**src/rtl/tdm_demux_1x2_if.sv**
```systemverilog
// Bundle of the serial receive side and the decoded word outputs of the
// 2:1 TDM demultiplexer. The DUT connects through the slave modport; the
// source and consumer side uses the master modport.
interface tdm_demux_1x2_if #(
    parameter int W = 4
);
    logic         din;
    logic         din_valid;
    logic         frame_sync;
    logic [W-1:0] ch0_data;
    logic [W-1:0] ch1_data;
    logic         out_valid;
    logic         frame_err;
    logic         in_sync;

    modport slave (
        input  din,
        input  din_valid,
        input  frame_sync,
        output ch0_data,
        output ch1_data,
        output out_valid,
        output frame_err,
        output in_sync
    );

    modport master (
        output din,
        output din_valid,
        output frame_sync,
        input  ch0_data,
        input  ch1_data,
        input  out_valid,
        input  frame_err,
        input  in_sync
    );
endinterface

```
**src/rtl/tdm_demux_1x2.sv**
```systemverilog
// Receive end of a 2:1 bit-interleaved TDM link. It hunts for a frame-sync
// beat, then steers even slots into channel 0 and odd slots into channel 1.
// Each channel is assembled MSB first, and both words are published together
// with a one-cycle strobe at the end of every 2*W-slot frame.
module tdm_demux_1x2 #(
    parameter int W = 4
) (
    input  logic              clk,
    input  logic              rst,
    tdm_demux_1x2_if.slave    bus
);
    typedef enum logic {
        HUNT = 1'b0,
        RECV = 1'b1
    } state_t;

    localparam int              CW   = $clog2(2 * W);
    localparam logic [CW-1:0]   LAST = CW'(2 * W - 1);
    localparam logic [CW-1:0]   ONE  = CW'(1);

    state_t        r_state;
    logic [CW-1:0] r_cnt;
    logic [W-1:0]  r_sh0;
    logic [W-1:0]  r_sh1;
    logic [W-1:0]  r_ch0;
    logic [W-1:0]  r_ch1;
    logic          r_out_valid;
    logic          r_frame_err;

    // Each shift register moves left by one with the new slot bit in the LSB,
    // so after W shifts the first (MSB) bit of the word sits at the top.
    logic [W-1:0]  w_sh0_shift;
    logic [W-1:0]  w_sh1_shift;

    assign w_sh0_shift[0] = bus.din;
    assign w_sh1_shift[0] = bus.din;

    generate
        for (genvar gi = 1; gi < W; gi++) begin : g_shift
            assign w_sh0_shift[gi] = r_sh0[gi-1];
            assign w_sh1_shift[gi] = r_sh1[gi-1];
        end
    endgenerate

    // Beat classification. The counter's LSB selects the channel: even slots
    // go to channel 0, odd slots to channel 1.
    logic w_beat;
    logic w_sync_beat;
    logic w_data_beat;
    logic w_cnt_zero;
    logic w_cnt_last;
    logic w_odd_slot;

    assign w_beat      = bus.din_valid;
    assign w_sync_beat = w_beat &  bus.frame_sync;
    assign w_data_beat = w_beat & ~bus.frame_sync;
    assign w_cnt_zero  = (r_cnt == '0);
    assign w_cnt_last  = (r_cnt == LAST);
    assign w_odd_slot  = r_cnt[0];

    // Framing FSM, slot counter, channel shift registers and registered
    // strobes. Non-beat cycles leave every piece of state untouched; the two
    // strobes are cleared by default so they last exactly one cycle.
    always_ff @(posedge clk) begin
        if (rst) begin
            r_state     <= HUNT;
            r_cnt       <= '0;
            r_sh0       <= '0;
            r_sh1       <= '0;
            r_ch0       <= '0;
            r_ch1       <= '0;
            r_out_valid <= 1'b0;
            r_frame_err <= 1'b0;
        end else begin
            r_out_valid <= 1'b0;
            r_frame_err <= 1'b0;

            unique case (r_state)
                HUNT: begin
                    // Only a sync beat can start a frame; anything else is
                    // dropped while hunting.
                    if (w_sync_beat) begin
                        r_sh0   <= w_sh0_shift;
                        r_cnt   <= ONE;
                        r_state <= RECV;
                    end
                end

                RECV: begin
                    if (w_sync_beat) begin
                        // Sync at slot 0 is normal; sync anywhere else aborts
                        // the partial frame and restarts on this beat. The
                        // stale partial contents are overwritten before they
                        // can ever be published.
                        r_sh0   <= w_sh0_shift;
                        r_cnt   <= ONE;
                        if (!w_cnt_zero) begin
                            r_frame_err <= 1'b1;
                        end
                    end else if (w_data_beat) begin
                        if (w_cnt_zero) begin
                            // Slot 0 arrived without its marker: lock is lost.
                            r_frame_err <= 1'b1;
                            r_state     <= HUNT;
                        end else begin
                            if (w_odd_slot) begin
                                r_sh1 <= w_sh1_shift;
                            end else begin
                                r_sh0 <= w_sh0_shift;
                            end

                            if (w_cnt_last) begin
                                // The last slot is always odd, so channel 1
                                // takes the bit on the fly and channel 0 is
                                // already complete.
                                r_ch0       <= r_sh0;
                                r_ch1       <= w_sh1_shift;
                                r_out_valid <= 1'b1;
                                r_cnt       <= '0;
                            end else begin
                                r_cnt <= r_cnt + ONE;
                            end
                        end
                    end
                end

                default: begin
                    r_state <= HUNT;
                    r_cnt   <= '0;
                end
            endcase
        end
    end

    assign bus.ch0_data  = r_ch0;
    assign bus.ch1_data  = r_ch1;
    assign bus.out_valid = r_out_valid;
    assign bus.frame_err = r_frame_err;
    assign bus.in_sync   = (r_state == RECV);

endmodule

```
**src/flat_wrapper.sv**
```systemverilog
// flat-port wrapper written by rule: the top's interface ports become plain ports
module tdm_demux_1x2_flat 
#(
    parameter int W = 4
)
  (clk, rst, bus_din, bus_din_valid, bus_frame_sync, bus_ch0_data, bus_ch1_data, bus_out_valid, bus_frame_err, bus_in_sync);
  tdm_demux_1x2_if #(.W(W)) bus_i ();
  input  logic clk;
  input  logic rst;
  input wire logic [$bits(bus_i.din)-1:0] bus_din;
  input wire logic [$bits(bus_i.din_valid)-1:0] bus_din_valid;
  input wire logic [$bits(bus_i.frame_sync)-1:0] bus_frame_sync;
  output wire logic [$bits(bus_i.ch0_data)-1:0] bus_ch0_data;
  output wire logic [$bits(bus_i.ch1_data)-1:0] bus_ch1_data;
  output wire logic [$bits(bus_i.out_valid)-1:0] bus_out_valid;
  output wire logic [$bits(bus_i.frame_err)-1:0] bus_frame_err;
  output wire logic [$bits(bus_i.in_sync)-1:0] bus_in_sync;
  assign bus_i.din = bus_din;
  assign bus_i.din_valid = bus_din_valid;
  assign bus_i.frame_sync = bus_frame_sync;
  assign bus_ch0_data = bus_i.ch0_data;
  assign bus_ch1_data = bus_i.ch1_data;
  assign bus_out_valid = bus_i.out_valid;
  assign bus_frame_err = bus_i.frame_err;
  assign bus_in_sync = bus_i.in_sync;
  tdm_demux_1x2 #(.W(W)) u_core (.clk(clk), .rst(rst), .bus(bus_i));
endmodule
```
**config.mk**
```make
export PLATFORM = sky130hd
export DESIGN_NAME = tdm_demux_1x2_flat
export DESIGN_NICKNAME = d
export VERILOG_FILES = /design/src/rtl/tdm_demux_1x2_if.sv /design/src/rtl/tdm_demux_1x2.sv /design/src/flat_wrapper.sv
export SDC_FILE = /design/constraint.sdc
export NUM_CORES = 1
export LEC_CHECK = 0
export ABC_AREA = 1
export CORE_MARGIN = 2
export CORE_UTILIZATION = 54
export CTS_CLUSTER_SIZE = 14
export DETAILED_ROUTE_END_ITERATION = 12
export PLACE_DENSITY = 0.77
export REMOVE_ABC_BUFFERS = 1
export SYNTH_ARGS = -nofsm -noshare
export SYNTH_HDL_FRONTEND = slang
export SYNTH_SLANG_ARGS = --single-unit
```
**constraint.sdc**
```tcl
create_clock -name clk -period 4 [get_ports clk]
set_input_delay 0.8 -clock clk [delete_from_list [all_inputs] [get_ports clk]]
set_output_delay 0.8 -clock clk [all_outputs]
set_load 0.02 [all_outputs]
```
==> results.txt <==
----------------------------------------------------
[Clock network]
  Post-CTS clock slew at the launch and capture registers of the worst setup and hold paths ... 110 ps
  Post-CTS setup buffer count ... 0
  Inserted Clock Buffers ... 3
  Root buffer selected by CTS ... clkbuf_4
  Maximum root-to-sink buffer count ... 2
  Post-cts resize count ... 0
  Clock latency on the worst-skew pair ... 300 ps
  Hold bufs inserted after CTS ... 0
  Clock tree from TritonCTS ... done
  H-tree depth ... 1
  Num Clock Sinks ... 21

[Worst setup path]
  Crit path capture type ... output pin
  Worst flop-to-flop path startpoint ... u_core.r_cnt[0]
  Worst path cell trace ... clkdlybuf4s50_1
  Buffer and inverter count on the worst path ... 1
  Arrival time at the worst endpoint ... 1500 ps
  Largest stage delay on the critical path ... 670 ps
  Startpoint kind of the worst setup timing path ... flop
  Reg-to-reg critical path endpoint ... u_core.r_cnt[0]
  Critical path launch point ... u_core.bus.in_sync
  Setup slack of the worst register-to-register path ... 2310 ps
  Worst Path Max Fanout ... 8
  Number of cells traversed by the worst register-to-register path ... 9
  Path length in cells of the critical path ... 1
  Critical path's slowest cell ... clkdlybuf4s50_1
  Cell type group with the largest total delay on the critical path ... buffers and inverters
  End of the critical path ... bus_in_sync
  Required time of the critical path ... 3200 ps
  Crit path kind ... reg -> out

[Drt]
  Post-detailed-route wirelength per cell ... 9.67 um
  Final ANT Viol Nets ... 0
  Detailed-route vias per instance ... 4.69
  Total vias in the final route ... 840
  Post-Route WL ... 1730 um
  Number of DRC markers after the initial detailed-route iteration ... 8
  Post-detailed-route DRC marker count ... 0
  First-pass DRT Iterations ... 4

[Final layout]
  Area delta synth->final ... 18.6%
  Fraction of layout cells with a size suffix above 1 ... 4.55%
  Total Nets Final ... 163
  Area used by sequential logic in the layout ... 420 um2
  Fillcell total ... 157
  Number of non-filler instances in the completed layout ... 179
  Area used by multi-input combinational logic ... 434 um2
  Most common library cell in the layout ignoring fill and taps ... nand2_1
  Top library cells by usage in the layout, fill and taps aside ... 34 x nand2_1, 28 x nor2_1, 22 x inv_1, 21 x dfxtp_1, 15 x clkdlybuf4s50_1
  # diodes ... 0

[GRT]
  GR Util met3 ... 4.71%
  First-pass GRT wire length ... 2930 um
  Met2 usage ... 30.0%
  Antenna violations before repair ... 0
  Aggregate global-route resource usage ... 19.2%
  Met1 capacity usage during global routing ... 24.8%
  Most used routing layer in global routing ... met2
  Sum of overflow across all layers after global routing ... 0
  Vias in the first global route ... 687
  Pin count of the biggest net entering global routing ... 18

[STA]
  Crit share post-route ... 57.5%
  Max_slew headroom ... 67.3%
  Layout Skew ... 0.862 ps
  Hold violation count in the final report ... 0
  Time the worst path needs with I/O delays and setup ... 2300 ps
  Pins Over Slew Limit ... 0
  RSZ-0062 raised after global routing ... false
  Fmax achieved ... 435 MHz
  Setup Total Neg Slack ... 0 ps
  Transition time at the pin with the least slew margin ... 490 ps
  Total of endpoints with negative setup slack in the final report ... 0

[Yosys]
  Area share of fa/ha/maj cells after synthesis ... 3.88%
  Xor and xnor fraction of the mapped netlist area ... 0%
  Distinct cells, synth ... 19
  Number of instances in the synthesized netlist ... 139
  Area share of and/or/nand/nor cells after synthesis ... 34.6%
  Post-synthesis average cell area ... 6.97 um2
  Top FF cell, synth ... dfxtp_1
  Share of synthesized area spent on multiplexers ... 0%
  Cell type contributing the most total cell area after synthesis ... dfxtp_1
  Number of synthesized flops with an enable pin ... 0
  Main combinational cell family by area after synthesis ... simple AND/OR/NAND/NOR gates
  Number of warnings issued by yosys ... 0
  Top post-synthesis cells by area ... dfxtp_1 43%, nand2_1 13%, nor2_1 11%
  Ys async rst share ... 0%
  Fraction of the mapped netlist area in compound gates ... 6.33%
  Number of synthesized register bits ... 21
  Proportion of synthesized chip area in sequential cells ... 43.4%
  Cell area after technology mapping ... 968 um2
  Top-area cell type share of the netlist area ... 43.4%

[Placement]
  Total placed cells including tap cells ... 175
  Count of input and output buffers ... 15
  HPWL Detailed ... 1260 um
  RePlAce Congestion ... 0.833

[Die]
  Number of I/O pins ... 16
  Area of the core ... 1710 um2
  Full die area ... 2150 um2
  Number of rows created at floorplan ... 15
  Initial Utilization ... 56.7%
  Y dimension of the die ... 46.4 um
  Overall die width ... 46.4 um

[Power and ir drop]
  Leakage dissipation ... 0.000556 uW
  P per Cell Area ... 336 nW/um2
  Largest voltage drop on the vdd net ... 0.197 mV

[Worst hold path]
  HP Start ... u_core.r_sh1[0]
  Worst Hold Class ... reg -> reg

[Flow run]
  Max cap viols ... 0

[Status]
  Outcome ... finished clean

----------------------------------------------------
[worst min-delay path by stage]
stage / to / slack [ps] / cells after the start
floorplan: u_core.r_sh1[2] / 440 / 2
global placement: u_core.r_sh1[2] / 460 / 2
detailed placement: u_core.r_sh0[3] / 480 / 2
CTS: u_core.r_sh1[1] / 500 / 2
global route: u_core.r_sh1[1] / 530 / 2
finish: u_core.r_sh1[0] / 500 / 2
[registers in the layout (all words and copies together), names as in the netlist]
name,flops
u_core.bus.frame_err,1
u_core.bus.out_valid,1
u_core.bus.in_sync,1
u_core.bus.ch0_data,4
u_core.r_sh1,3
u_core.bus.ch1_data,4
u_core.r_sh0,4
u_core.r_cnt,3
[metrics by stage]
step / hold WS (ps) / setup WS [ps] / area (um2) / util [%] / total power [uW]
6_report: 496 / 1700 / 1150 / 67.3 / 386
3_5_place_dp: 481 / 1740 / 1120 / 65.7 / 288
2_1_floorplan: 440 / 2440 / 941 / - / 270
5_1_grt: 529 / 1650 / 1150 / 67.3 / 407
4_1_cts: 501 / 1700 / 1150 / 67.3 / 389
3_3_place_gp: 461 / 1820 / 1120 / 65.7 / 286
[metal layers]
layer / part of all wire, % / routed length [um]
met1: 49 / 849
met2: 47 / 805
met3: 2.9 / 51
met4: 1.4 / 24
met5: 0 / 0
[synthesized netlist by cell type (2+ instances only)]
| master | number |
|---|---|
| a21oi_1 | 7 |
| dfxtp_1 | 21 |
| ha_1 | 3 |
| inv_1 | 22 |
| nand2_1 | 34 |
| nand3_1 | 8 |
| nand4_1 | 4 |
| nor2_1 | 28 |
| o21ai_0 | 2 |
[area by class of cell]
cell class	count	share of cell area, %
Timing Repair Buffer	15	13.1
Inverter	23	7.52
Tap cell	25	2.72
Sequential cell	21	36.6
Multi-Input combinational cell	91	37.8
Clock buffer	4	2.29
[logic make-up after synthesis]
group / Yosys count
compound gates: 11
fa+ha+maj: 3
buf+inv: 27
flops: 21
simple gates: 77
[power by group]
group / switching [uW] / total, uW / internal (uW)
sequential: 8.18 / 226 / 218
clock: 63.8 / 103 / 38.9
combinational: 35.6 / 56.6 / 21.0
No activity file was read; power rests on OpenSTA's default activity.
